<file path="config.mk">
export PLATFORM = sky130hd
export DESIGN_NAME = div_rem_unit
export DESIGN_NICKNAME = d
export VERILOG_FILES = /design/src/rtl/div_rem_pkg.sv /design/src/rtl/div_rem_iter.sv /design/src/rtl/div_rem_unit.sv
export SDC_FILE = /design/constraint.sdc
export NUM_CORES = 1
export LEC_CHECK = 0
export BUFFER_PORTS_ARGS = -buffer_cell sky130_fd_sc_hd__buf_2
export CORE_MARGIN = 2
export CORE_UTILIZATION = 56
export DETAILED_ROUTE_END_ITERATION = 8
export HOLD_SLACK_MARGIN = 0.12
export PLACE_DENSITY_LB_ADDON = 0.12
export SYNTH_ARGS = -nofsm -noshare
export SYNTH_HDL_FRONTEND = slang
export SYNTH_HIERARCHICAL = 1
export SYNTH_SLANG_ARGS = --single-unit
</file>
<file path="constraint.sdc">
create_clock -name clk -period 4.65 [get_ports clk]
set_input_delay 0.2325 -clock clk [delete_from_list [all_inputs] [get_ports clk]]
set_output_delay 0.2325 -clock clk [all_outputs]
set_load 0.1 [all_outputs]
</file>
<file path="src/rtl/div_rem_pkg.sv">
// Shared encodings, FSM states and constants for the RV32M divide/remainder unit.
package div_rem_pkg;

  localparam logic [1:0] DR_DIV  = 2'b00;
  localparam logic [1:0] DR_DIVU = 2'b01;
  localparam logic [1:0] DR_REM  = 2'b10;
  localparam logic [1:0] DR_REMU = 2'b11;

  typedef enum logic [1:0] {
    IDLE = 2'd0,
    BUSY = 2'd1,
    DONE = 2'd2
  } state_t;

  localparam logic [31:0] INT_MIN   = 32'h8000_0000;
  localparam logic [4:0]  ITER_LAST = 5'd31;

endpackage

</file>
<file path="src/rtl/div_rem_iter.sv">
// One combinational radix-2 restoring step: shift {rem, quo} left, try subtracting the divisor.
module div_rem_iter (
  input  logic [32:0] rem,
  input  logic [31:0] quo,
  input  logic [31:0] divisor,
  output logic [32:0] rem_next,
  output logic [31:0] quo_next
);

  logic [32:0] shifted;
  logic [33:0] trial;
  logic        unused_rem_msb;

  // The partial remainder never exceeds the divisor, so its top bit is always zero.
  assign unused_rem_msb = rem[32];
  assign shifted  = {rem[31:0], quo[31]};
  assign trial    = {1'b0, shifted} - {2'b00, divisor};
  assign rem_next = trial[33] ? shifted : trial[32:0];
  assign quo_next = {quo[30:0], ~trial[33]};

endmodule

</file>
<file path="src/rtl/div_rem_unit.sv">
// RV32M DIV/DIVU/REM/REMU unit: 32-cycle restoring core plus a one-cycle special-case path.
// Optional result cache enabled by defining DIV_REM_RESULT_CACHE_EN.
module div_rem_unit
  import div_rem_pkg::*;
(
  input  logic        clk,
  input  logic        reset,
  input  logic [31:0] acc_in_A,
  input  logic [31:0] acc_in_B,
  input  logic [1:0]  div_rem_order,
  input  logic        div_rem_order_active,
  input  logic        hold_in,
  input  logic        flush,
  output logic        div_rem_ready,
  output logic [31:0] div_rem_result,
  output logic [1:0]  dbg_state
);

  // Handshake: a request is taken when div_rem_order_active=1 and flush=0 in IDLE; the
  // result is valid while div_rem_ready=1 and is consumed on the first such cycle with hold_in=0.
  state_t      state;
  logic [1:0]  op;
  logic [31:0] quo, divisor;
  logic [32:0] rem;
  logic [4:0]  cnt;
  logic        neg_q, neg_r;

  logic        in_signed, in_rem, a_neg, b_neg, div_zero, ovf;
  logic [31:0] a_abs, b_abs, fast_result, q_fix, r_fix;
  logic [32:0] rem_nx;
  logic [31:0] quo_nx;
  logic        unused_rem_nx_msb;

  assign in_signed   = (div_rem_order == DR_DIV) || (div_rem_order == DR_REM);
  assign in_rem      = (div_rem_order == DR_REM) || (div_rem_order == DR_REMU);
  assign a_neg       = in_signed & acc_in_A[31];
  assign b_neg       = in_signed & acc_in_B[31];
  assign a_abs       = a_neg ? -acc_in_A : acc_in_A;
  assign b_abs       = b_neg ? -acc_in_B : acc_in_B;
  assign div_zero    = (acc_in_B == 32'd0);
  assign ovf         = in_signed && (acc_in_A == INT_MIN) && (acc_in_B == 32'hFFFF_FFFF);
  assign fast_result = div_zero ? (in_rem ? acc_in_A : 32'hFFFF_FFFF)
                                : (in_rem ? 32'd0 : INT_MIN);

  div_rem_iter u_iter (
    .rem      (rem),
    .quo      (quo),
    .divisor  (divisor),
    .rem_next (rem_nx),
    .quo_next (quo_nx)
  );

  assign unused_rem_nx_msb = rem_nx[32];
  assign q_fix     = neg_q ? -quo_nx : quo_nx;
  assign r_fix     = neg_r ? -rem_nx[31:0] : rem_nx[31:0];
  assign dbg_state = state;

`ifdef DIV_REM_RESULT_CACHE_EN
  logic        c_valid, c_signed, req_signed;
  logic [31:0] c_a, c_b, c_quo, c_rem, req_a, req_b;
  logic        hit;
  assign hit = c_valid && (c_a == acc_in_A) && (c_b == acc_in_B) && (c_signed == in_signed);
`endif

  always_ff @(posedge clk or negedge reset) begin
    if (!reset) begin
      state          <= IDLE;
      op             <= 2'b00;
      quo            <= 32'd0;
      rem            <= 33'd0;
      divisor        <= 32'd0;
      cnt            <= 5'd0;
      neg_q          <= 1'b0;
      neg_r          <= 1'b0;
      div_rem_ready  <= 1'b0;
      div_rem_result <= 32'd0;
`ifdef DIV_REM_RESULT_CACHE_EN
      c_valid    <= 1'b0;
      c_signed   <= 1'b0;
      c_a        <= 32'd0;
      c_b        <= 32'd0;
      c_quo      <= 32'd0;
      c_rem      <= 32'd0;
      req_signed <= 1'b0;
      req_a      <= 32'd0;
      req_b      <= 32'd0;
`endif
    end else if (flush) begin
      state         <= IDLE;
      div_rem_ready <= 1'b0;
    end else begin
      case (state)
        IDLE: begin
          if (div_rem_order_active) begin
            if (div_zero || ovf) begin
              state          <= DONE;
              div_rem_ready  <= 1'b1;
              div_rem_result <= fast_result;
`ifdef DIV_REM_RESULT_CACHE_EN
            end else if (hit) begin
              state          <= DONE;
              div_rem_ready  <= 1'b1;
              div_rem_result <= in_rem ? c_rem : c_quo;
`endif
            end else begin
              state   <= BUSY;
              op      <= div_rem_order;
              quo     <= a_abs;
              rem     <= 33'd0;
              divisor <= b_abs;
              neg_q   <= a_neg ^ b_neg;
              neg_r   <= a_neg;
              cnt     <= ITER_LAST;
`ifdef DIV_REM_RESULT_CACHE_EN
              req_a      <= acc_in_A;
              req_b      <= acc_in_B;
              req_signed <= in_signed;
`endif
            end
          end
        end
        BUSY: begin
          quo <= quo_nx;
          rem <= rem_nx;
          cnt <= cnt - 5'd1;
          if (cnt == 5'd0) begin
            state          <= DONE;
            div_rem_ready  <= 1'b1;
            div_rem_result <= op[1] ? r_fix : q_fix;
`ifdef DIV_REM_RESULT_CACHE_EN
            c_valid  <= 1'b1;
            c_a      <= req_a;
            c_b      <= req_b;
            c_signed <= req_signed;
            c_quo    <= q_fix;
            c_rem    <= r_fix;
`endif
          end
        end
        DONE: begin
          if (!hold_in) begin
            state         <= IDLE;
            div_rem_ready <= 1'b0;
          end
        end
        default: begin
          state         <= IDLE;
          div_rem_ready <= 1'b0;
        end
      endcase
    end
  end

endmodule

</file>
==> metrics.csv <==
metric;value;unit
status;complete, no violations;
Worst EP arrival;4.95;ns
Max Freq;0.217;GHz
VDD IR-drop max;0.377;mV
initial antenna violation count;0;
average size of a mapped cell;7.97;um^2
crit share post-route;99.0;%
Final Max Slew Viols;0;
number of buffers added on ports;105;
Reg clk slew, reported paths;0.07;ns
slowest stage delay, CP;0.60;ns
FP Rows;54;
worst reg2reg endpoint;div_rem_result[18]$_DFFE_PN0P_;
R2R setup slack;0.05;ns
Ports;106;
vias in the first global route;11100;
DR iter-0 viols;1090;
Final Worst Setup Slack;0.0479;ns
share of layout cells above drive strength 1;21.8;%
Hold Path Class;input pin to flip-flop;
remaining antenna violation count;0;
worst reg2reg startpoint;rem[0]$_DFFE_PN0P_;
H-tree depth;4;
Synth Cell Area;12200;um^2
critical path type;flip-flop to flip-flop;
# placed instances;1874;
crit-path max FO;8;
yosys warns;6;
routed wire length;39000;um
largest net degree at the start of global routing;100;
critical path depth;18;
vias per inst;6.30;
filler cell count in the final layout;1950;
GR Util All Layers;33.7;%
worst skew pair latency;0.44;ns
CP max-delay cell;or4b_2;
Max Clock Skew;0.0186;ns
dpl ws;-0.0614;ns
GR Util met1;48.3;%
TritonCTS buffer count;17;
CP cell instances;ha_1 -> nor2b_1 -> o31a_1 -> o211ai_1 -> buf_4 -> a21boi_2 -> o21bai_1 -> a31o_2 -> inv_1 -> inv_1 -> ha_1 -> or4b_2 -> or3_4 -> buf_4 -> o31ai_1 -> xnor2_1 -> o22ai_1 -> o31ai_1;
antenna cells;0;
Vias;12100;
R2R depth;18;
Core Area;21600;um^2
Final nets;1737;
Die Wd;152;um
post-synthesis net count;1642;
HPWL Detailed;28700;um
Hold EP;divisor[5]$_DFFE_PN0P_;
worst hold stages;3;
Starting Density;56.4;%
worst slew pin tran;0.996;ns
Overflow after GRT;0;
GRT met2 Usage;51.9;%
Critical Path Sink Type;flip-flop;
Clock Tree Root;clkbuf_16;
Leak;6.15;nW
Critical Path Source Type;flip-flop;
Final Cell Area;14100;um^2
Die Y;152;um
DR WL/cell;20.3;um
Remaining DRCs;0;
final hold violation count;0;
met3 usage;5.99;%
CP required;4.99;ns
Largest delay share family, worst path;compound AO/OA/AOI/OAI gates;
headroom to the max-slew limit;33.6;%
GRT Max-Usage Layer;met2;
first-pass GRT wire length;60400;um
routability cong.;0.942;
Power, Total;6.51;mW
CP bufs+invs;4;
clock sink total;139;
max_cap viols;0;
Min Clock Period, post-route;4.60;ns
CP Launch Point;rem[0]$_DFFE_PN0P_;
RSZ-0062 raised after global routing;yes;
Synth-to-Final Area Change;15.4;%
die area;23000;um^2
power density over cell area;463;nW/um^2
Max Root-Sink Buffers;2;
placed cell areas;13000;um^2
CTS tree;yes;
Synth Instances;1531;
drt pass-1 iters;6;
final non-filler cell total;1919;
hold_sp;acc_in_B[5];
final setup fails;0;
layer usage:
layer | routed length, um | part of all wire (%) | up-vias
li1 | - | - | 5709
met1 | 17400 | 45 | 5826
met2 | 17700 | 46 | 475
met3 | 2780 | 7.1 | 80
met4 | 1050 | 2.7 | 0
met5 | 0 | 0 | -
placed cells by master, fill, tap and decap left out, drive strengths merged, types with 27 or more instances in the layout:
master    n
a21oi   108
buf     207
dfrtp   139
ha       39
inv      65
nand2   178
nand3    30
nor2    101
nor3     35
o21ai   189
o31ai    42
o41ai    39
or4      27
xnor2    99
xor2     33
registers in the layout, summed over array words and instances, names as in the netlist:
register and count:
div_rem_ready 1, dbg_state 2, quo 32, rem 32, neg_q 1, op 1, div_rem_result 32, divisor 32
neg_r 1, cnt 5
through the flow:
stage	utilization (%)	TNS, ns	hold WS [ns]
5_1_grt	65.1	-0.680	0.166
6_report	65.1	0	0.134
3_3_place_gp	60.3	-0.0827	0.428
4_1_cts	63.4	0	0.138
3_5_place_dp	60.3	-0.206	0.433
2_1_floorplan	-	0	-0.0631
worst reg2reg max path: cells and delay by family, from the launching register on:
family,cells,cell delay [ns]
adders and majority gates,2,0.51
xor gates and xnor gates,1,0.20
and+or+nand+nor,3,1.16
buffers and inverters,4,0.62
AOI/OAI and AO/OA,8,1.58
DFF,1,0.43
worst max-delay path by stage:
stage                                     end  slack [ns]
6_report       div_rem_result[18]$_DFFE_PN0P_        0.05
5_1_grt        div_rem_result[24]$_DFFE_PN0P_       -0.09
4_1_cts        div_rem_result[25]$_DFFE_PN0P_        0.01
3_5_place_dp   div_rem_result[23]$_DFFE_PN0P_       -0.06
3_3_place_gp   div_rem_result[25]$_DFFE_PN0P_       -0.08
2_1_floorplan  div_rem_result[31]$_DFFE_PN0P_        0.15
area by class of cell:
cell class | instances | area, um^2 | share of cell area [%]
clock buffers | 17 | 425 | 3.02
clock inverters | 15 | 173 | 1.23
multi-input cells | 1201 | 8070 | 57.3
repair buffers | 211 | 1370 | 9.74
inverters | 56 | 210 | 1.49
well taps | 280 | 350 | 2.49
flip-flops and latches | 139 | 3480 | 24.7
what timing repair did:
action / in CTS / in global routing
pin swaps: 1 / 10
endpoints found under the setup margin: 4 / 26
hold buffers: 3 / 0
endpoints found under the hold margin: 100 / 0
buffers inserted: 1 / 8
gates cloned: 0 / 1
gates resized for setup: 4 / 59
power by group:
part | leakage [nW] | switching (mW) | internal, mW | total [mW]
combinational | 4.09 | 2.15 | 1.06 | 3.22
clock | 0.295 | 0.647 | 0.769 | 1.42
sequential | 1.77 | 0.369 | 1.51 | 1.88
total | 6.15 | 3.17 | 3.35 | 6.51
No activity file was read; power rests on OpenSTA's default activity.
